`src/rtl/bus_decoder.sv`:
```
// Registered address decoder and response router between the core data port
// and N memory-mapped slaves; unmapped or silent slaves return an error response.
module bus_decoder #(
    parameter int                      N_SLAVES   = 4,
    parameter int                      DATA_W     = 32,
    parameter logic [N_SLAVES*32-1:0]  SLAVE_BASE = {32'h8000_2000, 32'h8000_1000,
                                                     32'h8000_0800, 32'h0000_0000},
    parameter logic [N_SLAVES*32-1:0]  SLAVE_MASK = {32'hFFFF_F000, 32'hFFFF_F000,
                                                     32'hFFFF_FFFC, 32'hFFFF_FF00},
    parameter int                      TIMEOUT    = 15
) (
    input  logic                         clk_i,
    input  logic                         arstn_i,
    input  logic                         req_i,
    input  logic                         we_i,
    input  logic [DATA_W/8-1:0]          be_i,
    input  logic [31:0]                  addr_i,
    input  logic [DATA_W-1:0]            wdata_i,
    output logic [DATA_W-1:0]            rdata_o,
    output logic                         ready_o,
    output logic                         err_o,
    output logic [N_SLAVES-1:0]          slv_req_o,
    output logic                         slv_we_o,
    output logic [DATA_W/8-1:0]          slv_be_o,
    output logic [31:0]                  slv_addr_o,
    output logic [DATA_W-1:0]            slv_wdata_o,
    input  logic [N_SLAVES*DATA_W-1:0]   slv_rdata_i,
    input  logic [N_SLAVES-1:0]          slv_ready_i
);

    localparam int SEL_W = (N_SLAVES > 1) ? $clog2(N_SLAVES) : 1;
    localparam int CNT_W = (TIMEOUT > 0) ? $clog2(TIMEOUT + 1) : 1;
    localparam logic [CNT_W-1:0] TIMEOUT_C = CNT_W'(TIMEOUT);
    localparam logic [CNT_W-1:0] CNT_MAX   = '1;

    typedef enum logic [1:0] {
        IDLE = 2'd0,
        BUSY = 2'd1,
        RESP = 2'd2
    } state_t;

    state_t                 state_reg;
    logic [SEL_W-1:0]       sel_reg;
    logic [CNT_W-1:0]       cnt_reg;
    logic                   err_reg;
    logic                   ready_reg;
    logic [DATA_W-1:0]      rdata_reg;
    logic [N_SLAVES-1:0]    slv_req_reg;
    logic                   slv_we_reg;
    logic [DATA_W/8-1:0]    slv_be_reg;
    logic [31:0]            slv_addr_reg;
    logic [DATA_W-1:0]      slv_wdata_reg;

    logic [N_SLAVES-1:0]    hit_vec;
    logic [31:0]            mask_arr  [N_SLAVES];
    logic [DATA_W-1:0]      rdata_arr [N_SLAVES];
    logic [SEL_W-1:0]       hit_idx;
    logic                   hit_any;
    logic [31:0]            hit_offset;
    logic [DATA_W-1:0]      sel_rdata;
    logic                   sel_ready;

    // Per-slave region match and read-data unpacking.
    for (genvar gi = 0; gi < N_SLAVES; gi++) begin : g_slave
        assign mask_arr[gi]  = SLAVE_MASK[gi*32 +: 32];
        assign hit_vec[gi]   = ((addr_i & SLAVE_MASK[gi*32 +: 32]) == SLAVE_BASE[gi*32 +: 32]);
        assign rdata_arr[gi] = slv_rdata_i[gi*DATA_W +: DATA_W];
    end

    // Descending scan so that the lowest matching index is the one left standing.
    always_comb begin
        hit_idx = '0;
        for (int k = N_SLAVES - 1; k >= 0; k--) begin
            if (hit_vec[k]) begin
                hit_idx = SEL_W'(k);
            end
        end
    end

    assign hit_any    = |hit_vec;
    assign hit_offset = addr_i & ~mask_arr[hit_idx];
    assign sel_rdata  = rdata_arr[sel_reg];
    assign sel_ready  = slv_ready_i[sel_reg];

    always_ff @(posedge clk_i or negedge arstn_i) begin
        if (!arstn_i) begin
            state_reg     <= IDLE;
            sel_reg       <= '0;
            cnt_reg       <= '0;
            err_reg       <= 1'b0;
            ready_reg     <= 1'b0;
            rdata_reg     <= '0;
            slv_req_reg   <= '0;
            slv_we_reg    <= 1'b0;
            slv_be_reg    <= '0;
            slv_addr_reg  <= '0;
            slv_wdata_reg <= '0;
        end else begin
            case (state_reg)
                IDLE: begin
                    ready_reg <= 1'b0;
                    if (req_i) begin
                        if (hit_any) begin
                            sel_reg       <= hit_idx;
                            slv_we_reg    <= we_i;
                            slv_be_reg    <= be_i;
                            slv_wdata_reg <= wdata_i;
                            slv_addr_reg  <= hit_offset;
                            cnt_reg       <= '0;
                            slv_req_reg   <= N_SLAVES'(1) << hit_idx;
                            state_reg     <= BUSY;
                        end else begin
                            // Miss: answer straight away, no slave is touched.
                            err_reg   <= 1'b1;
                            rdata_reg <= '0;
                            ready_reg <= 1'b1;
                            state_reg <= RESP;
                        end
                    end
                end
                BUSY: begin
                    // Ready is checked first so it beats a coincident timeout.
                    if (sel_ready) begin
                        rdata_reg   <= slv_we_reg ? '0 : sel_rdata;
                        err_reg     <= 1'b0;
                        ready_reg   <= 1'b1;
                        slv_req_reg <= '0;
                        state_reg   <= RESP;
                    end else if ((TIMEOUT != 0) && (cnt_reg == TIMEOUT_C)) begin
                        rdata_reg   <= '0;
                        err_reg     <= 1'b1;
                        ready_reg   <= 1'b1;
                        slv_req_reg <= '0;
                        state_reg   <= RESP;
                    end else if (cnt_reg != CNT_MAX) begin
                        cnt_reg <= cnt_reg + CNT_W'(1);
                    end
                end
                RESP: begin
                    ready_reg <= 1'b0;
                    err_reg   <= 1'b0;
                    rdata_reg <= '0;
                    state_reg <= IDLE;
                end
                default: begin
                    ready_reg   <= 1'b0;
                    slv_req_reg <= '0;
                    state_reg   <= IDLE;
                end
            endcase
        end
    end

    assign rdata_o     = rdata_reg;
    assign ready_o     = ready_reg;
    assign err_o       = err_reg;
    assign slv_req_o   = slv_req_reg;
    assign slv_we_o    = slv_we_reg;
    assign slv_be_o    = slv_be_reg;
    assign slv_addr_o  = slv_addr_reg;
    assign slv_wdata_o = slv_wdata_reg;

endmodule

```
`config.mk`:
```
export PLATFORM = sky130hd
export DESIGN_NAME = bus_decoder
export DESIGN_NICKNAME = d
export VERILOG_FILES = /design/src/rtl/bus_decoder.sv
export SDC_FILE = /design/constraint.sdc
export NUM_CORES = 1
export LEC_CHECK = 0
export ABC_AREA = 0
export BUFFER_PORTS_ARGS = -buffer_cell sky130_fd_sc_hd__buf_2
export CELL_PAD_IN_SITES_DETAIL_PLACEMENT = 0
export CELL_PAD_IN_SITES_GLOBAL_PLACEMENT = 1
export CORE_MARGIN = 5
export CORE_UTILIZATION = 29
export CTS_BUF_LIST = sky130_fd_sc_hd__clkbuf_16
export DETAILED_ROUTE_END_ITERATION = 8
export MAX_ROUTING_LAYER = met4
export PLACE_DENSITY_LB_ADDON = 0.3
export SLEW_MARGIN = 20
export SYNTH_ARGS = -nofsm -noshare
export SYNTH_HDL_FRONTEND = slang
export SYNTH_SLANG_ARGS = --single-unit
```
`constraint.sdc`:
```
create_clock -name clk_i -period 2.09 [get_ports clk_i]
set_input_delay 0.5225 -clock clk_i [delete_from_list [all_inputs] [get_ports clk_i]]
set_output_delay 0.5225 -clock clk_i [all_outputs]
set_load 0.05 [all_outputs]
```
# [Word level (Yosys, flattened, before mapping)]
# Cells that the tools add are included.
[word_totals] reg_bits=115 input_bits=204 out_inout_bits=107 elab_cells=88
[classes] n_addsub=1 order_cmp=3 n_eq_ne=14 shift=1 muxes=43 bitwise_logic=5 n_reduce_logical=10
[ops] cell="32-bit 2-to-1 mux" n=9
[ops] cell="32-bit binary-select mux with 2-bit select" n=2
[ops] cell="32-bit one-hot mux with 3 select lines" n=1
[ops] cell="20-bit == test, second input constant" n=2
[ops] cell="4-bit 2-to-1 mux" n=9
[ops] cell="32-bit AND" n=1
[ops] cell="32-bit logical NOT" n=1
[ops] cell="32-bit inverter" n=1
[ops] cell="30-bit == test, second input constant" n=1
[ops] cell="2-bit 2-to-1 mux" n=8
[ops] cell="2-bit inequality test, second input constant" n=6
[ops] cell="4-bit one-hot mux with 3 select lines" n=1
[ops] cell="1-bit 2-to-1 mux" n=8
[ops] cell="4-bit one-hot mux with 2 select lines" n=1
[ops] cell="4-bit AND reduction" n=2
[ops] cell="3-bit >= comparator, second input constant" n=2
[ops] cell="2-bit inverter with 3-bit output" n=2
[ops] cell="6-bit AND reduction" n=1
[ops] cell="4-bit by 1-bit adder with 4-bit output, second input constant" n=1
[ops] cell="4-bit == test, second input constant" n=1
[ops] cell="4-bit inequality test, second input constant" n=1
[ops] cell="2-bit one-hot mux with 2 select lines" n=1
[ops] cell="4-bit OR reduction" n=1
[ops] cell="1-bit by 2-bit << shifter with 4-bit output, first input constant" n=1
[ops] cell="other kinds (13)" n=13

# [Depth between registers and ports, before layout]
[logic_depth] depth_word=11 ltp_mapped=9 ltp_nobuf=8

# [Worst setup path before layout]
# Ideal clock, no wire load.
[synth_timing] kind="input to register" start="input addr_i[22]" end="register slv_wdata_reg[13] (netlist: slv_wdata_o[13])" setup_ps=125 t_arrival_ps=2363 t_required_ps=1965 setup_slack_ps=-398 cell_stages=6 n_path_buf=1 path_cell_list="nor4_1 > nand3_1 > nor4b_2 > o211ai_2 > buf_6 > mux2_4"
[synth_between] elab_chain_len=3 elab_cells_between_ends=6 classes_between="3 x eq/ne; 3 x reduce/logical"
[synth_lines] item="start, declared" line_no="17" source="input logic [31:0] addr_i,"
[synth_lines] item="30-bit == test, or another cell as far along" line_no="66" source="assign hit_vec[gi] = ((addr_i & SLAVE_MASK[gi*32 +: 32]) == SLAVE_BASE[gi*32 +: 32]);"
[synth_lines] item="4-bit OR reduction *" line_no="80" source="assign hit_any = |hit_vec;"
[synth_lines] item="3-bit AND reduction (no source line) *"
[synth_lines] item="end signal, assigned" line_no="107" source="slv_wdata_reg <= wdata_i;"
[synth_lines] item="end, declared" line_no="52" source="logic [DATA_W-1:0] slv_wdata_reg;"
# Mark *: on every way between the ends. The rest lies on a longest branch, timed or not.
# A chain may end at the register's enable or synchronous reset.

# [Final worst setup path]
[layout_timing] start="register sel_reg[0]" end="register cnt_reg[3]"
[layout_between] elab_chain_len=4
[layout_lines] item="start, declared" line_no="43" source="logic [SEL_W-1:0] sel_reg;"
[layout_lines] item="start signal, assigned" line_no="104" source="sel_reg <= hit_idx;"
[layout_lines] item="1-bit binary-select mux with 2-bit select" line_no="83" source="assign sel_ready = slv_ready_i[sel_reg];"
[layout_lines] item="1-bit 2-to-1 mux (not written as such)" line_no="83"
[layout_lines] item="2-bit inequality test (no source line)"
[layout_lines] item="6-bit AND reduction (no source line)"
[layout_lines] item="end signal, assigned" line_no="136" source="cnt_reg <= cnt_reg + CNT_W'(1);"
[layout_lines] item="end, declared" line_no="44" source="logic [CNT_W-1:0] cnt_reg;"
# Every way passes these cells. The select of a mux whose other input is x is not followed.

==> flow_summary.toml <==
[synth]
post_synth.cell_area_avg_um2 = 13.3
yosys.area_share.adder_pct = 1.02
post_synth_and_or_nand_nor_area_fraction_pct = 5.02
ys_ff_latch = 95
synth.yosys.seq_area_share_pct = 48.5
number_of_synthesized_flops_with_an_enable_pin = 0
netlist_instances = 369
synth_top_family_by_area = "multiplexers"
synth.mux.area_fraction_pct = 26.6
synth-main-ff-cell = "sky130_fd_sc_hd__dfrtp_1"
synth_compound_area_share_pct = 10.1
synth_warnings = 0
syn_area_mm2 = 0.00491
synth-async-reset-ratio_pct = 100
synth_xor_xnor_area_share_pct = 0.179
ys_types = 39

[worst_setup_path]
worstSetupPathType = "flop to flop"
critical_path_capture_point_type = "flop"
arrival_ps = 2300
rr_endpoint = "cnt_reg[3]"
critPathMaxFanout = 4
critical_path.top_delay_family = "compound AO/OA/AOI/OAI gates"
crit_path_start_kind = "flop"
cell_chain_of_the_critical_path = "mux4_2 > a311oi_4 > a21o_1 > o311ai_4 > or4_1 > nand3_1"
rr_startpoint = "sel_reg[0]"
path_buf_inv = 0
crit_path_top_delay_cell = "sky130_fd_sc_hd__mux4_2"
critical-path-max-stage-delay_ps = 540
r2r_setup_slack_ps = 70
r2r.worst_path.cells = 6
critPathRequiredTime_ps = 2370

[cts]
clock_insertion_delay_worst_skew_ps = 340
tritoncts_num_sinks = 95
cts_post_setup_buffers_inserted = 0
cts-buffers-inserted = 9
path_clk_slew_ps = 70
cts_hold_buf = 0
clockRootBuffer = "sky130_fd_sc_hd__clkbuf_16"
tritoncts_clock_tree = "yes"
maximum_clock_insertion_buffer_count = 2
cts_max_level = 3

[final_layout]
share_of_the_core_filled_with_cells_pct = 43.4
nFillCells = 1636
design.final.nets = 876
drive_above_1_share_pct = 65.5
synthToLayoutAreaGrowth_pct = 46.6

[drt]
firstDrtPassIters = 4
wl_um = 15500
drc_errors = 0
initialDrtViolationCount = 99
vias_post_dr = 4136
route.detailed.vias_per_inst = 4.63
drt.antenna.violating_nets = 0
post_drt_wl_per_cell_um = 17.4

[placement]
gp_routability_congestion = 0.986
placement.io_buffers = 290
place.detailed.hpwl_um = 12500

[sta]
timing_max_transition_violations_final = 0
finalHoldViolCount = 0
setup_viol_count_final = 0
timing_worst_slew_pin_value_ps = 618
finalCritPeriodShare_pct = 96.8
timing.clock.skew_ps = 4.07
grt_setup_unrepaired = "true"
setup_tns_ps = 0
rel_slew_slack_pct = 58.8
fin_worst_hold_slack_ps = 218
fin_crit_ps = 2020
fmaxAchievable_mhz = 494

[global_route]
first_global_vias = 4524
globalRouteTotalUtil_pct = 16.1
grt_antenna_before_repair = 2
grt_overflow_total = 0
grt_start_max_net_pins = 96
grt_pass1_wl_um = 24500

[floorplanning]
die_height_um = 140
io_pins = 311
die_area_mm2 = 0.0196
initial_core_util_pct = 29.6
width_of_the_die_um = 140
placement_rows = 47
coreArea_mm2 = 0.0166

[job]
reported_max_cap_violation_count = 0

[power]
areal_power_density_over_the_cells_mw_per_mm2 = 649
vdd_ir_drop_max_mv = 0.486
p_leak_uw = 0.00388
fin_total_pwr_uw = 4670

[run_status]
status = "complete, no violations"

[worst_hold_path]
holdCritPathClass = "input port to asynchronous set/reset pin"
cells in the mapped netlist, drive strengths merged (3+ instances only):
master	count	area share, %
a21o	3	0.46
ha	4	1.0
nor4	4	0.64
nor2	10	0.77
nand3	7	0.71
mux2	47	11
a22o	4	0.71
mux4	33	15
o21ai	11	1.1
buf	35	5.3
dfrtp	95	48
nor3	4	0.41
nand2	14	1.1
clkbuf	6	0.46
o2bb2ai	32	5.7
inv	37	2.8
routing by layer:
layer  track usage [%]  wire length, um  vias to the layer above
met1              19.3             6300                     1981
met2              25.4             7330                      217
met3              5.76             1610                       21
met5                 -                0                        -
met4              5.25              311                        0
li1                  -                -                     1917
cells by family after synthesis:
logic type / after synthesis
AND/OR/NAND/NOR: 48
flip-flops: 95
AO/OA/AOI/OAI: 60
XOR/XNOR: 1
adder cells (fa/ha/maj): 4
other: 1
buffers and inverters: 78
multiplexers: 82
cell usage in the layout (no fill, tap or decap), types with 3 or more instances in the layout:
master                      count
sky130_fd_sc_hd__o21ai_0        9
sky130_fd_sc_hd__nor2_1        10
sky130_fd_sc_hd__o2bb2ai_1     11
sky130_fd_sc_hd__buf_12         4
sky130_fd_sc_hd__mux2_2        43
sky130_fd_sc_hd__nand3_1        6
sky130_fd_sc_hd__dfrtp_1       94
sky130_fd_sc_hd__a22o_1         4
sky130_fd_sc_hd__conb_1        20
sky130_fd_sc_hd__a21o_1         3
sky130_fd_sc_hd__ha_1           4
sky130_fd_sc_hd__buf_2        289
sky130_fd_sc_hd__mux4_2        33
sky130_fd_sc_hd__mux2_4         4
sky130_fd_sc_hd__buf_4         17
sky130_fd_sc_hd__nor4_4         4
sky130_fd_sc_hd__nand2_1       12
sky130_fd_sc_hd__nor3_1         4
sky130_fd_sc_hd__clkbuf_16      9
sky130_fd_sc_hd__inv_1         37
sky130_fd_sc_hd__o2bb2ai_2     21
stage by stage:
step,cell area (um2),instances,worst slack [ps]
after floorplan,5230,388,-129
after global placement,6850,877,-309
after detailed placement,6850,877,-377
after CTS,7190,893,60.4
after global routing,7190,894,-43.0
final,7190,894,66.6
area by class of cell:
class | instances | area, um2 | area share [%]
inverters | 37 | 139 | 1.93
well taps | 220 | 275 | 3.83
repair buffers | 310 | 1650 | 23.0
clock buffers | 9 | 225 | 3.13
diodes | 1 | 2.50 | 0.0348
clock inverters | 7 | 104 | 1.44
flip-flops and latches | 95 | 2380 | 33.1
multi-input cells | 215 | 2410 | 33.6
worst max-delay path by stage:
stage	startpoint	end	cells after the start	slack (ps)
final	sel_reg[0]	cnt_reg[3]	6	70
after detailed placement	addr_i[3]	cnt_reg[3]	9	-380
after global placement	addr_i[3]	cnt_reg[3]	9	-310
after floorplan	addr_i[17]	slv_wdata_o[13]	6	-130
after global routing	sel_reg[0]	cnt_reg[3]	6	-40
after CTS	sel_reg[0]	cnt_reg[3]	6	60
where the power goes:
group	total (uW)	switching, uW	leakage, uW	internal [uW]
logic	986	584	0.00240	401
registers	1880	14.8	0.00132	1860
clock network	1810	743	0.000154	1060
total	4670	1340	0.00388	3330
what timing repair did:
action | 4_1_cts | 5_1_grt
setup endpoints to repair | 2 | 3
hold endpoints to repair | 0 | 0
gates resized for setup | 1 | 1
(Power assumes the default switching activity.)
